$ cat src/rtl/vga_timing_gen_if.sv
// Timing-generator bundle: colour/enable in, coordinates, pulses and packed VGA bus out.
interface vga_timing_gen_if;
  logic        enable;
  logic [7:0]  RGBIn;
  logic [10:0] PixelX;
  logic [10:0] PixelY;
  logic        active;
  logic [18:0] address;
  logic        startOfFrame;
  logic        startOfLine;
  logic [15:0] frameCount;
  logic [28:0] oVGA;

  modport master (
    input  enable, RGBIn,
    output PixelX, PixelY, active, address, startOfFrame, startOfLine, frameCount, oVGA
  );

  modport slave (
    output enable, RGBIn,
    input  PixelX, PixelY, active, address, startOfFrame, startOfLine, frameCount, oVGA
  );
endinterface

$ cat src/rtl/vga_timing_gen.sv
// VGA raster counters with coordinate/pulse outputs; HS/VS/blank delayed PIPE_LAT clocks to line up with RGBIn.
// enable low freezes counters, frame counter and delay stages; pulses are suppressed while frozen.
module vga_timing_gen #(
  parameter int H_ACT    = 640,
  parameter int H_FRONT  = 16,
  parameter int H_SYNC   = 96,
  parameter int H_BACK   = 48,
  parameter int V_ACT    = 480,
  parameter int V_FRONT  = 10,
  parameter int V_SYNC   = 2,
  parameter int V_BACK   = 33,
  parameter bit HS_POL   = 1'b0,
  parameter bit VS_POL   = 1'b0,
  parameter int PIPE_LAT = 2
) (
  input logic           clk,
  input logic           resetN,
  vga_timing_gen_if.master vga
);

  localparam int H_BLANK = H_FRONT + H_SYNC + H_BACK;
  localparam int H_TOTAL = H_BLANK + H_ACT;
  localparam int V_BLANK = V_FRONT + V_SYNC + V_BACK;
  localparam int V_TOTAL = V_BLANK + V_ACT;

  generate
    if (H_TOTAL > 2048 || V_TOTAL > 2048) begin : g_total_too_big
      $error("vga_timing_gen: H_TOTAL and V_TOTAL must not exceed 2048");
    end
    if (PIPE_LAT < 0 || PIPE_LAT > 7) begin : g_bad_pipe_lat
      $error("vga_timing_gen: PIPE_LAT must be within 0..7");
    end
  endgenerate

  localparam logic [10:0] H_LAST_W  = 11'(H_TOTAL - 1);
  localparam logic [10:0] V_LAST_W  = 11'(V_TOTAL - 1);
  localparam logic [10:0] H_BLANK_W = 11'(H_BLANK);
  localparam logic [10:0] V_BLANK_W = 11'(V_BLANK);
  localparam logic [10:0] H_SYB_W   = 11'(H_FRONT);
  localparam logic [10:0] H_SYE_W   = 11'(H_FRONT + H_SYNC);
  localparam logic [10:0] V_SYB_W   = 11'(V_FRONT);
  localparam logic [10:0] V_SYE_W   = 11'(V_FRONT + V_SYNC);

  typedef struct packed {
    logic blank_n;
    logic vs;
    logic hs;
  } sync_t;

  localparam sync_t SYNC_IDLE = '{blank_n: 1'b0, vs: ~VS_POL, hs: ~HS_POL};

  logic [10:0] h_cnt;
  logic [10:0] v_cnt;
  logic [15:0] frame_cnt;
  logic        h_wrap;
  logic        v_wrap;
  logic        active_raw;
  logic [10:0] pix_x;
  logic [10:0] pix_y;
  sync_t       raw_s;
  sync_t       dly_s;

  assign h_wrap = (h_cnt == H_LAST_W);
  assign v_wrap = (v_cnt == V_LAST_W);

  always_ff @(posedge clk or negedge resetN) begin
    if (!resetN) begin
      h_cnt     <= '0;
      v_cnt     <= '0;
      frame_cnt <= '0;
    end else if (vga.enable) begin
      if (h_wrap) begin
        h_cnt <= '0;
        if (v_wrap) begin
          v_cnt     <= '0;
          frame_cnt <= frame_cnt + 16'd1;
        end else begin
          v_cnt <= v_cnt + 11'd1;
        end
      end else begin
        h_cnt <= h_cnt + 11'd1;
      end
    end
  end

  // Line/frame order is porch-sync-porch-active, so active starts at the blank width.
  assign active_raw = (h_cnt >= H_BLANK_W) && (v_cnt >= V_BLANK_W);
  assign pix_x      = active_raw ? (h_cnt - H_BLANK_W) : 11'd0;
  assign pix_y      = active_raw ? (v_cnt - V_BLANK_W) : 11'd0;

  assign raw_s.blank_n = active_raw;
  assign raw_s.hs      = ((h_cnt >= H_SYB_W) && (h_cnt < H_SYE_W)) ? HS_POL : ~HS_POL;
  assign raw_s.vs      = ((v_cnt >= V_SYB_W) && (v_cnt < V_SYE_W)) ? VS_POL : ~VS_POL;

  generate
    if (PIPE_LAT == 0) begin : g_direct
      assign dly_s = raw_s;
    end else begin : g_pipe
      sync_t stage [PIPE_LAT];

      always_ff @(posedge clk or negedge resetN) begin
        if (!resetN) begin
          for (int i = 0; i < PIPE_LAT; i++) stage[i] <= SYNC_IDLE;
        end else if (vga.enable) begin
          stage[0] <= raw_s;
          for (int i = 1; i < PIPE_LAT; i++) stage[i] <= stage[i-1];
        end
      end

      assign dly_s = stage[PIPE_LAT-1];
    end
  endgenerate

  logic [2:0] r3;
  logic [2:0] g3;
  logic [1:0] b2;
  logic [7:0] r8;
  logic [7:0] g8;
  logic [7:0] b8;

  assign {r3, g3, b2} = vga.RGBIn;
  // Replicating the MSB stretches RGB332 so full-scale maps to 8'hFF.
  assign r8 = dly_s.blank_n ? {r3, {5{r3[2]}}} : 8'd0;
  assign g8 = dly_s.blank_n ? {g3, {5{g3[2]}}} : 8'd0;
  assign b8 = dly_s.blank_n ? {b2, {6{b2[1]}}} : 8'd0;

  assign vga.PixelX       = pix_x;
  assign vga.PixelY       = pix_y;
  assign vga.active       = active_raw;
  assign vga.address      = 19'(pix_y) * 19'(H_ACT) + 19'(pix_x);
  assign vga.startOfFrame = vga.enable && (h_cnt == 11'd0) && (v_cnt == 11'd0);
  assign vga.startOfLine  = vga.enable && (h_cnt == H_BLANK_W) && (v_cnt >= V_BLANK_W);
  assign vga.frameCount   = frame_cnt;
  assign vga.oVGA         = {~clk, dly_s.blank_n, 1'b1, dly_s.vs, dly_s.hs, r8, g8, b8};

endmodule

$ cat src/flat_wrapper.sv
// flat-port wrapper written by rule: the top's interface ports become plain ports
module vga_timing_gen_flat 
#(
  parameter int H_ACT    = 640,
  parameter int H_FRONT  = 16,
  parameter int H_SYNC   = 96,
  parameter int H_BACK   = 48,
  parameter int V_ACT    = 480,
  parameter int V_FRONT  = 10,
  parameter int V_SYNC   = 2,
  parameter int V_BACK   = 33,
  parameter bit HS_POL   = 1'b0,
  parameter bit VS_POL   = 1'b0,
  parameter int PIPE_LAT = 2
)
  (clk, resetN, vga_enable, vga_RGBIn, vga_PixelX, vga_PixelY, vga_active, vga_address, vga_startOfFrame, vga_startOfLine, vga_frameCount, vga_oVGA);
  vga_timing_gen_if vga_i ();
  input logic clk;
  input logic resetN;
  input wire logic [$bits(vga_i.enable)-1:0] vga_enable;
  input wire logic [$bits(vga_i.RGBIn)-1:0] vga_RGBIn;
  output wire logic [$bits(vga_i.PixelX)-1:0] vga_PixelX;
  output wire logic [$bits(vga_i.PixelY)-1:0] vga_PixelY;
  output wire logic [$bits(vga_i.active)-1:0] vga_active;
  output wire logic [$bits(vga_i.address)-1:0] vga_address;
  output wire logic [$bits(vga_i.startOfFrame)-1:0] vga_startOfFrame;
  output wire logic [$bits(vga_i.startOfLine)-1:0] vga_startOfLine;
  output wire logic [$bits(vga_i.frameCount)-1:0] vga_frameCount;
  output wire logic [$bits(vga_i.oVGA)-1:0] vga_oVGA;
  assign vga_i.enable = vga_enable;
  assign vga_i.RGBIn = vga_RGBIn;
  assign vga_PixelX = vga_i.PixelX;
  assign vga_PixelY = vga_i.PixelY;
  assign vga_active = vga_i.active;
  assign vga_address = vga_i.address;
  assign vga_startOfFrame = vga_i.startOfFrame;
  assign vga_startOfLine = vga_i.startOfLine;
  assign vga_frameCount = vga_i.frameCount;
  assign vga_oVGA = vga_i.oVGA;
  vga_timing_gen #(.H_ACT(H_ACT), .H_FRONT(H_FRONT), .H_SYNC(H_SYNC), .H_BACK(H_BACK), .V_ACT(V_ACT), .V_FRONT(V_FRONT), .V_SYNC(V_SYNC), .V_BACK(V_BACK), .HS_POL(HS_POL), .VS_POL(VS_POL), .PIPE_LAT(PIPE_LAT)) u_core (.clk(clk), .resetN(resetN), .vga(vga_i));
endmodule
$ cat config.mk
export PLATFORM = sky130hd
export DESIGN_NAME = vga_timing_gen_flat
export DESIGN_NICKNAME = d
export VERILOG_FILES = /design/src/rtl/vga_timing_gen_if.sv /design/src/rtl/vga_timing_gen.sv /design/src/flat_wrapper.sv
export SDC_FILE = /design/constraint.sdc
export NUM_CORES = 1
export LEC_CHECK = 0
export BUFFER_PORTS_ARGS = -buffer_cell sky130_fd_sc_hd__clkbuf_2
export CAP_MARGIN = 25
export CORE_ASPECT_RATIO = 1.75
export CORE_MARGIN = 2
export CORE_UTILIZATION = 48
export DETAILED_ROUTE_END_ITERATION = 8
export GPL_TIMING_DRIVEN = 0
export PLACE_DENSITY = 0.77
export SKIP_CTS_REPAIR_TIMING = 1
export SLEW_MARGIN = 20
export SYNTH_ARGS = -nofsm -noshare
export SYNTH_HDL_FRONTEND = slang
export SYNTH_SLANG_ARGS = --single-unit
$ cat constraint.sdc
create_clock -name clk -period 4.5 [get_ports clk]
set_clock_uncertainty 0.1 [all_clocks]
set_input_delay 0.9 -clock clk [delete_from_list [all_inputs] [get_ports clk]]
set_output_delay 0.9 -clock clk [all_outputs]
set_load 0.05 [all_outputs]
==> results.py <==
metrics = {
    "cells_and_area": {
        "nets": 561,
        "fin_area_um2": 4770,
        "layout_common_cells": "90 x clkbuf_2, 38 x dfrtp_1, 37 x nor2_1, 36 x buf_4, 30 x nand2_1",
        "drive_gt1_share_pct": 41.3,
        "layout_commonest_cell": "clkbuf_2",
        "final_util_pct": 66.0,
        "insertedDiodeCount": 0,
        "area_growth_syn_to_layout_pct": 32.5,
    },
    "clock_tree": {
        "cts_max_level": 2,
        "clk_latency_ns": 0.29,
        "cts_buffers": 5,
        "path_clk_slew_ns": 0.06,
        "clockBufferDepth": 2,
        "cts_tree": "yes",
        "clockRootBuffer": "clkbuf_16",
    },
    "sta": {
        "layout_min_cycle_time_ns": 5.23,
        "slew_viol_final": 0,
        "tightest_slew_ns": 0.636,
        "worst_slack_ns": -0.728,
        "slew-limit-headroom_pct": 57.6,
        "fin_setup_tns_ns": -2.49,
        "finalHoldViolations": 0,
        "post-route-period-util_pct": 116,
        "timing.fmax_ghz": 0.191,
        "rsz0062_at_grt": "true",
        "setup_violations": 6,
    },
    "power": {
        "vdd_drop_max_uv": 311,
        "power_frac_clock_pct": 36.6,
        "p_switching_uw": 372,
        "swShare_pct": 33.6,
        "p_leak_nw": 2.54,
        "seqPwrFrac_pct": 44.2,
        "power_frac_comb_pct": 19.3,
        "p_int_uw": 735,
        "p_per_area_nw_per_um2": 232,
    },
    "yosys": {
        "yosysTopAreaCell": "dfrtp_1",
        "synthXorXnorAreaFrac_pct": 15.0,
        "synth-seq-cells": 44,
        "synth_area_leaders": "dfrtp_1 28%, ha_1 10%, xnor2_1 9.7%",
        "synth-compound-area-share_pct": 7.82,
        "ys_seq_area_share_pct": 30.7,
        "netlist_instances": 407,
        "yosysTopAreaCellShare_pct": 27.8,
        "async_flop_share_pct": 100,
        "synthesis.nets": 449,
        "synth_top_family_by_area": "simple AND/OR/NAND/NOR gates",
        "syn_area_um2": 3600,
        "synthAdderAreaFrac_pct": 11.2,
        "yosys_warnings": 0,
        "synth.avg_cell_area_um2": 8.85,
        "yosys.cell_types.count": 56,
        "synth_flop_cell": "dfrtp_1",
        "yosys.area_share.simple_pct": 24.2,
        "synthMuxAreaShare_pct": 1.25,
        "synth_edf_count": 0,
    },
    "placed_design": {
        "place_area_um2": 4470,
        "gp_congestion": 0.903,
        "dp_slack_ns": -0.830,
        "hpwl_mm": 6.86,
        "numPortBuffers": 97,
    },
    "floorplanning": {
        "row_count": 41,
        "die_h_um": 119,
        "io_pins": 100,
        "die_w_um": 69.5,
        "core-area_um2": 7230,
        "start_util_pct": 49.8,
        "die-area_um2": 8240,
    },
    "grt": {
        "grt_max_degree": 25,
        "grt_pass1_wl_mm": 14.3,
        "grt_pass1_vias": 3130,
        "overflow": 0,
        "antenna_found_initial": 0,
        "track_usage_pct": 21.1,
    },
    "worst_setup_path": {
        "path_common_cell": "ha_4",
        "crit_chain": "or4_4 > nor3_4 > o31ai_4 > or2_4 > clkinvlp_4 > ha_4 > ha_4 > fa_2 > a21o_1 > a221o_1 > nor2_2 > xnor2_2 > nand4_1 > xnor2_4 > buf_6",
        "critical-path-max-stage-delay_ns": 0.54,
        "cp-start-kind": "flop",
        "crit_path_top_delay_cell": "or4_4",
        "critPathMaxFanout": 7,
        "cp-end-kind": "output pin",
        "critPathKind": "reg -> out",
        "required_ns": 3.50,
        "cp.arrival_ns": 4.23,
    },
    "hold_path": {
        "hold_path.class": "reg -> reg",
    },
    "status": {
        "violations": "negative setup slack",
        "status": "finished, violations left",
    },
    "detailed_routing": {
        "drt_first_iter_violations": 97,
        "antenna_left": 0,
        "wirelength_mm": 8.61,
        "wl_per_cell_um": 14.2,
        "drc": 0,
        "dr.pass1.iters": 4,
        "num_vias": 3221,
        "via_per_inst": 5.32,
    },
    "job": {
        "max_cap_viol_count": 0,
    },
}
[stage by stage]
stage               total power [mW]  instances  hold slack (ns)
floorplan                      0.679        407            0.348
global placement               0.739        590            0.363
detailed placement             0.751        591            0.366
CTS                             1.11        599            0.379
global route                    1.17        606            0.411
finish                          1.11        606            0.375
[kinds of logic (layout without fill, tap and decap cells)]
group	after synthesis	count (layout)
and+or+nand+nor	163	163
buffers and inverters	62	175
xor gates and xnor gates	60	60
DFF	44	44
AOI/OAI and AO/OA	42	42
adders and majority gates	31	31
muxes	4	4
other	1	1
[worst paths after layout]
check | from | to | slack (ns) | depth (start not counted)
worst min-delay path | u_core.vga.frameCount[15] | u_core.vga.frameCount[15] | 0.37 | 1
worst min register to register | u_core.vga.frameCount[15] | u_core.vga.frameCount[15] | 0.37 | 1
min in group asynchronous | resetN | u_core.vga.frameCount[0] | 0.52 | 1
worst max register to register | u_core.v_cnt[5] | u_core.vga.frameCount[8] | 2.06 | 7
max in group asynchronous | resetN | u_core.vga.oVGA[25] | 3.18 | 2
worst max-delay path | u_core.h_cnt[2] | vga_address[18] | -0.73 | 15
[cell usage after synthesis (4+ instances only)]
cell type and instances:
xor2_1 19, buf_2 6, nand4_1 8, ha_1 29, nor4_1 5, mux2_2 4
nand3_1 16, a21oi_1 13, and2_1 12, nor2_1 47, clkbuf_1 5, buf_4 27
nand2_1 32, dfstp_2 4, inv_1 21, nor3_1 9, and3_1 8, dfrtp_1 40
xnor2_1 40, o21ai_0 13
[layout make-up]
class                           count  area [um2]
Fill cell                         608        2460
Multi-Input combinational cell    301        2430
Sequential cell                    44        1110
Timing Repair Buffer              105         603
Buffer                             40         289
Clock buffer                        7         134
Tap cell                           86         108
Inverter                           20        78.8
Clock inverter                      3        18.8
[sequential cells by signal (all words and copies together) (netlist names)]
signal / flops
u_core.g_pipe.stage: 3
u_core.vga.oVGA: 3
u_core.h_cnt: 11
u_core.vga.frameCount: 16
u_core.v_cnt: 11
[power groups by stage]
stage,Combinational [mW],Sequential [mW],Clock [mW]
4_1_cts,0.224,0.476,0.415
3_3_place_gp,0.212,0.482,0.0453
6_report,0.214,0.489,0.405
3_5_place_dp,0.223,0.483,0.0453
5_1_grt,0.243,0.495,0.430
2_1_floorplan,0.169,0.472,0.0376
[worst max-delay path: cells and delay by family (launching register included)]
family | cells | cell delay (ns)
xor+xnor | 2 | 0.38
compound gates | 3 | 0.72
flops | 1 | 0.47
fa+ha+maj | 3 | 0.70
simple gates | 5 | 1.39
buf+inv | 2 | 0.26
[per-layer routing]
metal	GRT usage [%]	wire length, um	up-vias
li1	-	-	1573
met1	22.6	3240	1539
met2	39.5	4760	89
met3	2.90	344	20
met4	10.3	272	0
met5	0	0	-
Power figures use the tool's default switching activity.
